**config.mk**
```make
export PLATFORM = sky130hd
export DESIGN_NAME = arcade_input_cond
export DESIGN_NICKNAME = d
export VERILOG_FILES = /design/src/rtl/arcade_input_pkg.sv /design/src/rtl/coin_pulse_fsm.sv /design/src/rtl/arcade_input_cond.sv
export SDC_FILE = /design/constraint.sdc
export NUM_CORES = 1
export LEC_CHECK = 0
export ABC_AREA = 1
export CAP_MARGIN = 20
export CORE_MARGIN = 2
export CORE_UTILIZATION = 50
export DETAILED_ROUTE_END_ITERATION = 7
export HOLD_SLACK_MARGIN = 0.05
export PLACE_DENSITY = 0.69
export SLEW_MARGIN = 10
export SYNTH_ARGS = -nofsm -noshare
export SYNTH_HDL_FRONTEND = slang
export SYNTH_HIERARCHICAL = 1
export SYNTH_SLANG_ARGS = --single-unit
```
**constraint.sdc**
```tcl
create_clock -name clk_sys -period 2.3 [get_ports clk_sys]
set_input_delay 0.345 -clock clk_sys [delete_from_list [all_inputs] [get_ports clk_sys]]
set_output_delay 0.345 -clock clk_sys [all_outputs]
set_load 0.01 [all_outputs]
```
**src/rtl/arcade_input_pkg.sv**
```systemverilog
// Shared constants for arcade_input_cond: PS/2 scancodes, joystick bit map,
// held-key indices and the coin FSM state type.
package arcade_input_pkg;

  localparam logic [7:0] SC_UP     = 8'h75;
  localparam logic [7:0] SC_DOWN   = 8'h72;
  localparam logic [7:0] SC_LEFT   = 8'h6B;
  localparam logic [7:0] SC_RIGHT  = 8'h74;
  localparam logic [7:0] SC_SPACE  = 8'h29;
  localparam logic [7:0] SC_CTRL   = 8'h14;
  localparam logic [7:0] SC_F1     = 8'h05;
  localparam logic [7:0] SC_1      = 8'h16;
  localparam logic [7:0] SC_F2     = 8'h06;
  localparam logic [7:0] SC_2      = 8'h1E;
  localparam logic [7:0] SC_5      = 8'h2E;
  localparam logic [7:0] SC_6      = 8'h36;
  localparam logic [7:0] SC_R      = 8'h2D;
  localparam logic [7:0] SC_F      = 8'h2B;
  localparam logic [7:0] SC_D      = 8'h23;
  localparam logic [7:0] SC_G      = 8'h34;
  localparam logic [7:0] SC_A      = 8'h1C;

  localparam int JOY_RIGHT  = 0;
  localparam int JOY_LEFT   = 1;
  localparam int JOY_DOWN   = 2;
  localparam int JOY_UP     = 3;
  localparam int JOY_FIRE   = 4;
  localparam int JOY_START1 = 5;
  localparam int JOY_START2 = 6;
  localparam int JOY_COIN   = 7;

  // One held-key bit per physical key, so two keys sharing a control stay independent
  localparam int K_UP      = 0;
  localparam int K_DOWN    = 1;
  localparam int K_LEFT    = 2;
  localparam int K_RIGHT   = 3;
  localparam int K_FIRE_A  = 4;
  localparam int K_FIRE_B  = 5;
  localparam int K_START1A = 6;
  localparam int K_START1B = 7;
  localparam int K_START2A = 8;
  localparam int K_START2B = 9;
  localparam int K_COIN_A  = 10;
  localparam int K_COIN_B  = 11;
  localparam int K_UP2     = 12;
  localparam int K_DOWN2   = 13;
  localparam int K_LEFT2   = 14;
  localparam int K_RIGHT2  = 15;
  localparam int K_FIRE2   = 16;
  localparam int KEY_NUM   = 17;

  typedef enum logic [1:0] {
    COIN_IDLE,
    COIN_PULSE,
    COIN_GAP,
    COIN_WAIT_REL
  } coin_state_t;

  function automatic logic [KEY_NUM-1:0] key_match(input logic ext, input logic [7:0] code);
    logic [KEY_NUM-1:0] m;
    m = '0;
    case (code)
      SC_UP:    m[K_UP]    = 1'b1;
      SC_DOWN:  m[K_DOWN]  = 1'b1;
      SC_LEFT:  m[K_LEFT]  = 1'b1;
      SC_RIGHT: m[K_RIGHT] = 1'b1;
      default:  ;
    endcase
    if (!ext) begin
      case (code)
        SC_SPACE: m[K_FIRE_A]  = 1'b1;
        SC_CTRL:  m[K_FIRE_B]  = 1'b1;
        SC_F1:    m[K_START1A] = 1'b1;
        SC_1:     m[K_START1B] = 1'b1;
        SC_F2:    m[K_START2A] = 1'b1;
        SC_2:     m[K_START2B] = 1'b1;
        SC_5:     m[K_COIN_A]  = 1'b1;
        SC_6:     m[K_COIN_B]  = 1'b1;
        SC_R:     m[K_UP2]     = 1'b1;
        SC_F:     m[K_DOWN2]   = 1'b1;
        SC_D:     m[K_LEFT2]   = 1'b1;
        SC_G:     m[K_RIGHT2]  = 1'b1;
        SC_A:     m[K_FIRE2]   = 1'b1;
        default:  ;
      endcase
    end
    return m;
  endfunction

endpackage

```
**src/rtl/coin_pulse_fsm.sv**
```systemverilog
// Shapes a level coin request into one fixed-width pulse followed by a forced gap;
// a new credit needs the request to drop after the gap.
//
// state    | meaning
// IDLE     | armed, waiting for a request
// PULSE    | coin high for COIN_PULSE_CYCLES
// GAP      | coin forced low for COIN_GAP_CYCLES
// WAIT_REL | waiting for the request to drop (also the reset state)
module coin_pulse_fsm #(
  parameter int COIN_PULSE_CYCLES = 1_800_000,
  parameter int COIN_GAP_CYCLES   = 1_800_000
) (
  input  logic clk_sys,
  input  logic reset,
  input  logic req,
  output logic coin
);
  import arcade_input_pkg::*;

  localparam logic [23:0] PULSE_LAST = 24'(COIN_PULSE_CYCLES - 1);
  localparam logic [23:0] GAP_LAST   = 24'(COIN_GAP_CYCLES - 1);

  coin_state_t state, state_nxt;
  logic [23:0] cnt;
  logic        coin_nxt;

  // Counter restarts on every state entry and saturates instead of wrapping
  always_ff @(posedge clk_sys) begin
    if (reset) begin
      state <= COIN_WAIT_REL;
      cnt   <= '0;
      coin  <= 1'b0;
    end else begin
      state <= state_nxt;
      coin  <= coin_nxt;
      if (state_nxt != state) cnt <= '0;
      else if (cnt != 24'hFF_FFFF) cnt <= cnt + 24'd1;
    end
  end

  always_comb begin
    state_nxt = state;
    case (state)
      COIN_IDLE:     if (req) state_nxt = COIN_PULSE;
      COIN_PULSE:    if (cnt == PULSE_LAST) state_nxt = COIN_GAP;
      COIN_GAP:      if (cnt == GAP_LAST) state_nxt = COIN_WAIT_REL;
      COIN_WAIT_REL: if (!req) state_nxt = COIN_IDLE;
      default:       state_nxt = COIN_WAIT_REL;
    endcase
  end

  always_comb begin
    coin_nxt = (state == COIN_PULSE);
  end

endmodule

```
**src/rtl/arcade_input_cond.sv**
```systemverilog
// PS/2 + joystick input conditioner for the galaga core: key decode, rotation remap,
// coin shaping. Optional autofire is built when ARCADE_INPUT_AUTOFIRE_EN is defined.
module arcade_input_cond #(
  parameter int COIN_PULSE_CYCLES = 1_800_000,
  parameter int COIN_GAP_CYCLES   = 1_800_000,
  parameter int AUTOFIRE_DIV      = 600_000
) (
  input  logic        clk_sys,
  input  logic        reset,
  input  logic [10:0] ps2_key,
  input  logic [15:0] joy,
  input  logic        no_rotate,
  input  logic        autofire_en,
  output logic        p1_left,
  output logic        p1_right,
  output logic        p1_fire,
  output logic        p2_left,
  output logic        p2_right,
  output logic        p2_fire,
  output logic        start1,
  output logic        start2,
  output logic        coin
);
  import arcade_input_pkg::*;

  logic               prev_tog;
  logic [KEY_NUM-1:0] key_q;
  logic [KEY_NUM-1:0] hit;
  logic [7:0]         joy_q;
  logic               key_evt;

  assign key_evt = (ps2_key[10] != prev_tog);
  assign hit     = key_match(ps2_key[8], ps2_key[7:0]);

  // joy keeps sampling through reset so a coin held across reset looks held afterwards
  always_ff @(posedge clk_sys) begin
    prev_tog <= ps2_key[10];
    joy_q    <= joy[7:0];
    if (reset) key_q <= '0;
    else if (key_evt) key_q <= (key_q & ~hit) | (hit & {KEY_NUM{ps2_key[9]}});
  end

  logic l1_src, r1_src, l2_src, r2_src;
  logic f1_held, f2_held, s1_src, s2_src, coin_req;
  logic f1_out, f2_out;

  always_comb begin
    if (no_rotate) begin
      l1_src = key_q[K_DOWN]  | joy_q[JOY_DOWN];
      r1_src = key_q[K_UP]    | joy_q[JOY_UP];
      l2_src = key_q[K_DOWN2] | joy_q[JOY_DOWN];
      r2_src = key_q[K_UP2]   | joy_q[JOY_UP];
    end else begin
      l1_src = key_q[K_LEFT]   | joy_q[JOY_LEFT];
      r1_src = key_q[K_RIGHT]  | joy_q[JOY_RIGHT];
      l2_src = key_q[K_LEFT2]  | joy_q[JOY_LEFT];
      r2_src = key_q[K_RIGHT2] | joy_q[JOY_RIGHT];
    end
    f1_held  = key_q[K_FIRE_A] | key_q[K_FIRE_B] | joy_q[JOY_FIRE];
    f2_held  = key_q[K_FIRE2] | joy_q[JOY_FIRE];
    s1_src   = key_q[K_START1A] | key_q[K_START1B] | joy_q[JOY_START1];
    s2_src   = key_q[K_START2A] | key_q[K_START2B] | joy_q[JOY_START2];
    coin_req = key_q[K_COIN_A] | key_q[K_COIN_B] | joy_q[JOY_COIN];
  end

`ifdef ARCADE_INPUT_AUTOFIRE_EN
  localparam logic [23:0] AF_LAST = 24'(AUTOFIRE_DIV - 1);

  logic [1:0][23:0] af_cnt;
  logic [1:0]       af_phase;
  logic [1:0]       fire_held;
  logic             unused_in;

  assign fire_held = {f2_held, f1_held};
  assign unused_in = ^joy[15:8];

  // Each player's phase starts high on press and is rearmed on release
  always_ff @(posedge clk_sys) begin
    for (int p = 0; p < 2; p++) begin
      if (reset || !fire_held[p]) begin
        af_cnt[p]   <= '0;
        af_phase[p] <= 1'b1;
      end else if (af_cnt[p] == AF_LAST) begin
        af_cnt[p]   <= '0;
        af_phase[p] <= ~af_phase[p];
      end else begin
        af_cnt[p] <= af_cnt[p] + 24'd1;
      end
    end
  end

  assign f1_out = f1_held & (~autofire_en | af_phase[0]);
  assign f2_out = f2_held & (~autofire_en | af_phase[1]);
`else
  logic unused_in;

  assign unused_in = ^{joy[15:8], autofire_en, AUTOFIRE_DIV[0]};
  assign f1_out    = f1_held;
  assign f2_out    = f2_held;
`endif

  always_ff @(posedge clk_sys) begin
    if (reset) begin
      p1_left  <= 1'b0;
      p1_right <= 1'b0;
      p1_fire  <= 1'b0;
      p2_left  <= 1'b0;
      p2_right <= 1'b0;
      p2_fire  <= 1'b0;
      start1   <= 1'b0;
      start2   <= 1'b0;
    end else begin
      p1_left  <= l1_src;
      p1_right <= r1_src;
      p1_fire  <= f1_out;
      p2_left  <= l2_src;
      p2_right <= r2_src;
      p2_fire  <= f2_out;
      start1   <= s1_src;
      start2   <= s2_src;
    end
  end

  coin_pulse_fsm #(
    .COIN_PULSE_CYCLES(COIN_PULSE_CYCLES),
    .COIN_GAP_CYCLES  (COIN_GAP_CYCLES)
  ) u_coin (
    .clk_sys(clk_sys),
    .reset  (reset),
    .req    (coin_req),
    .coin   (coin)
  );

endmodule

```
After elaboration in Yosys (flattened, before gate mapping)
Cells that the tools add are included.
- register bits: 61
- output and inout port bits: 9
- input port bits: 31
- word-level logic and storage cells: 89
- bitwise logic cells: 21
- add/subtract/negate cells: 1
- mux-type cells: 27
- reductions and logical operators: 2
- equality and inequality tests: 24
- operators by type and width (cell ; count):
    equality test 8 x 6 -> 1 bit (second input constant) ; 7
    AND 17 bit ; 2
    equality test 8 x 5 -> 1 bit (second input constant) ; 4
    equality test 8 x 7 -> 1 bit (second input constant) ; 4
    adder 24 x 1 -> 24 bit (second input constant) ; 1
    equality test 24 x 21 -> 1 bit (second input constant) ; 1
    != test 24 bit (second input constant) ; 1
    2-to-1 mux 1 bit ; 21
    inverter 17 bit ; 1
    OR 1 bit ; 17
    OR 17 bit ; 1
    equality test 8 x 3 -> 1 bit (second input constant) ; 2
    2-to-1 mux 13 bit ; 1
    2-to-1 mux 2 bit ; 4
    case mux 2 bit (4 select lines) ; 1
    equality test 2 bit (second input constant) ; 2
    equality test 2 x 1 -> 1 bit (second input constant) ; 1
    logical NOT 2 bit ; 1
    != test 2 bit ; 1
    OR reduction 2 bit ; 1
    != test 1 bit ; 1

Logic depth before layout (Yosys ltp)
- depth in word-level cells: 6
- depth in mapped cells: 12
- mapped depth without buffers: 12

Cells and area by module
Netlist, hierarchy kept.
- by module, submodules not included (module ; cells each ; area an instance (µm²) ; seq. area each (µm²) ; instances):
    coin_pulse_fsm ; 246 ; 1587.8 ; 540.5 ; 1
    arcade_input_cond ; 200 ; 1433.9 ; 680.7 ; 1

Worst setup path after synthesis
OpenSTA, ideal clock, no wires.
- kind: register -> register
- start: register u_coin.cnt[0]
- end: register u_coin.cnt[13]
- required time: 2.236 ns
- slack: 0.732 ns
- clock period less this slack: 1.568 ns
- stages on the path, launching flop included: 11
- setup time: 0.064 ns
- arrival: 1.504 ns
- buffers on the path: 1
- cell sequence: dfxtp_1 -> ha_1 -> nand3_2 -> inv_2 -> nand2_2 -> nor3b_4 -> nand2_2 -> clkinv_2 -> buf_6 -> nor2_1 -> nor2_1
- cells in the longest elaborated chain, start to end: 5
- elaborated cells on any way between the ends: 8
- classes of those cells: add/sub (1); eq/ne (3); mux (3); reduce/logical (1)
- ends and longest elaborated chain (what ; RTL line ; source):
    start, declared ; coin_pulse_fsm.sv:24 ; logic [23:0] cnt;
    start signal, assigned ; coin_pulse_fsm.sv:37 ; else if (cnt != 24'hFF_FFFF) cnt <= cnt + 24'd1;
    equality test 24 x 21 -> 1 bit ; coin_pulse_fsm.sv:45, coin_pulse_fsm.sv:46 ;
    2-to-1 mux 2 bit, on equally long branches ; coin_pulse_fsm.sv:46, coin_pulse_fsm.sv:45 ;
    case mux 2 bit (4 select lines) ; coin_pulse_fsm.sv:43 ; case (state)
    != test 2 bit ; coin_pulse_fsm.sv:36 ; if (state_nxt != state) cnt <= '0;
    OR reduction 2 bit (no line) ; -- ;
Several ways; a longest one is shown, not always the timed one.
A chain may end at the register's enable or synchronous reset.

Final worst setup path
- start: register u_coin.cnt[0]
- end: register u_coin.cnt[0]
Same word-level chain as after synthesis.

==> flow_summary.yaml <==
die:
  die_height_um: 81.7
  rows: 28
  io_pins: 40
  core_um2: 5890
  start_util: 0.513
  design.die.area_um2: 6680
  die_w_um: 81.7
outcome:
  status: "completed"
run:
  drv_cap: 0
detailed_routing:
  drc_errors: 0
  vias: 2735
  viasPerCell: 4.86
  drt_iter0_drc: 61
  drt-total-wl_um: 6450
  drt_pass1_iterations: 4
  final_antenna_net_count: 0
  wire_per_inst_um: 11.5
synthesis:
  yosysWarnings: 6
  synth-seq-cells: 61
  syn-num-nets: 478
  syn-instance-count: 446
  ys_seq_area_frac: 0.404
  synth_area_leaders: "dfxtp_1 (40%), nor2_1 (15%), nand2_1 (11%)"
  ys_types: 28
  synth_top_area_share: 0.404
  synth_area_leader_cell: "dfxtp_1"
  syn-cell-area_um2: 3020
  syn-mean-instance-area_um2: 6.77
timing:
  finalWorstSetupSlack_ns: 0.326
  finClkSkew_ns: 0.0106
  max_freq_ghz: 0.507
  slew_viol_final: 0
  final.setup.tns_ns: 0
  maxSlewHeadroom: 0.676
  final_hold_viol_count: 0
  fin_hold_ws_ns: 0.441
  grt_setup_unrepaired: "false"
  tightest_slew_ns: 0.484
  min_period_over_period: 0.858
  fin_crit_ns: 1.97
  setup_violations: 0
clocking:
  cts_hold_buf: 0
  cts-root-buf: "clkbuf_8"
  cts-buffers-inserted: 9
  cts.sinks: 61
  clk_pin_slew_worst_paths_ns: 0.07
  clock_path_buffers: 2
  cts_tree: "built"
  clk_latency_ns: 0.34
  cts_max_level: 3
  cts_resized: 0
  post_cts.repair.setup_buffers: 0
grt:
  grt_pass1_wl_um: 11100
  grt_max_degree: 24
  grt_pass1_vias: 2643
  top_usage_layer: "met2"
  grt_util_met3: 0.0396
  overflow: 0
  globalRouteMet1Util: 0.240
  grt_usage: 0.218
  antenna_found_initial: 0
  grt_use_met2: 0.407
critical_path:
  cp_slowest_cell: "dfxtp_1"
  r2r_slack_ns: 0.33
  critical_path_class: "reg -> reg"
  worstPathCellList: "ha_1 > nand3_2 > inv_2 > nand2_2 > nor3b_4 > nand2_2 > clkinv_2 > nand2_1 > nand2_1 > inv_1 > nor2_1"
  arrival_ns: 2.25
  path_max_fanout: 23
  cpPeakStageDelay_ns: 0.42
  cp-end-kind: "flip-flop"
  crit_required_ns: 2.58
  start_kind: "flip-flop"
placed_design:
  gp_congestion: 0.873
  dp_hpwl_um: 4890
  io_buffers: 30
  dp_slack_ns: 0.321
finish:
  nets: 515
  final_common_cell: "nor2_1"
  layout_common_cells: "nor2_1 (122), nand2_1 (90), dfxtp_1 (61), inv_1 (41), nand3_1 (31)"
  syn2layout_area_growth_pct: 19.2
  fillers: 555
  diodes: 0
  layout-drive-gt1-share: 0.0881
power_and_ir_drop:
  ir_worst_vdd_v: 0.000421
  power_density_nw_per_um2: 655
  power_mw: 2.36
  p_leak_nw: 1.53
hold_path:
  hp-class: "in -> reg"
## worst paths after layout
kind              depth (start not counted)                       start                         end
setup / recovery                         11  u_coin/cnt[0]$_SDFFE_PP0P_  u_coin/cnt[0]$_SDFFE_PP0P_
hold / removal                            1                      joy[3]            joy_q[3]$_DFF_P_
setup reg to reg                         11  u_coin/cnt[0]$_SDFFE_PP0P_  u_coin/cnt[0]$_SDFFE_PP0P_
hold reg to reg                           2            joy_q[5]$_DFF_P_           start1$_SDFF_PP0_
## stage by stage
| stage | util | instances | area (um2) |
|---|---|---|---|
| floorplan | - | 446 | 3020 |
| global placement | 0.574 | 547 | 3380 |
| detailed placement | 0.574 | 547 | 3380 |
| CTS | 0.612 | 563 | 3600 |
| global route | 0.612 | 563 | 3600 |
| finish | 0.612 | 563 | 3600 |
## cells in the mapped netlist
library cell and number:
or3_1 1, o211ai_1 1, clkinv_2 1, nor3_2 1, xnor2_1 3, nor2_1 122, nand3_2 3, a21oi_1 17
nor3_1 14, nor3b_4 1, buf_6 4, nand3_1 31, buf_2 2, nand4_1 4, nand2_1 90, nand3b_1 4
inv_2 4, nand2_2 5, nor2_2 4, o21ai_0 9, nor2_4 5, nand2_4 1, ha_1 1, clkbuf_1 1
dfxtp_1 61, inv_1 41, clkinv_1 1, xor2_1 14
## power by group
| group | switching [mW] | total (mW) | internal, mW |
|---|---|---|---|
| clock network | 0.450 | 1.07 | 0.622 |
| registers | 0.0130 | 1.09 | 1.08 |
| logic | 0.107 | 0.194 | 0.0873 |
| total | 0.570 | 2.36 | 1.79 |
## area by class of cell
type                       instances  area [um2]  share of cell area
clock buffer                      10         128              0.0354
clock inverter                     6        95.1              0.0264
multi-input combinational        331        1560               0.434
tap                               75        93.8              0.0261
inverter                          47         178              0.0493
timing repair buffer              33         323              0.0896
sequential                        61        1220               0.339
## worst max-delay path, delay by kind of cell, from the launching register on
kind | cells | cell delay [ns]
simple gates | 7 | 0.83
flops | 1 | 0.42
buf+inv | 3 | 0.41
fa+ha+maj | 1 | 0.24
## metal layers
metal	up-vias	part of all wire
li1	1466	-
met1	1228	0.44
met2	36	0.52
met3	5	0.031
met4	0	0.0076
met5	-	0
## cell families (layout without fill, tap and decap cells)
group	Yosys count	count (layout)	share of synthesized area
buf+inv	54	96	0.0783
xor+xnor	17	17	0.0493
flops	61	61	0.404
simple gates	286	286	0.419
fa+ha+maj	1	1	0.00414
compound gates	27	27	0.0455
Power figures use the tool's default switching activity.
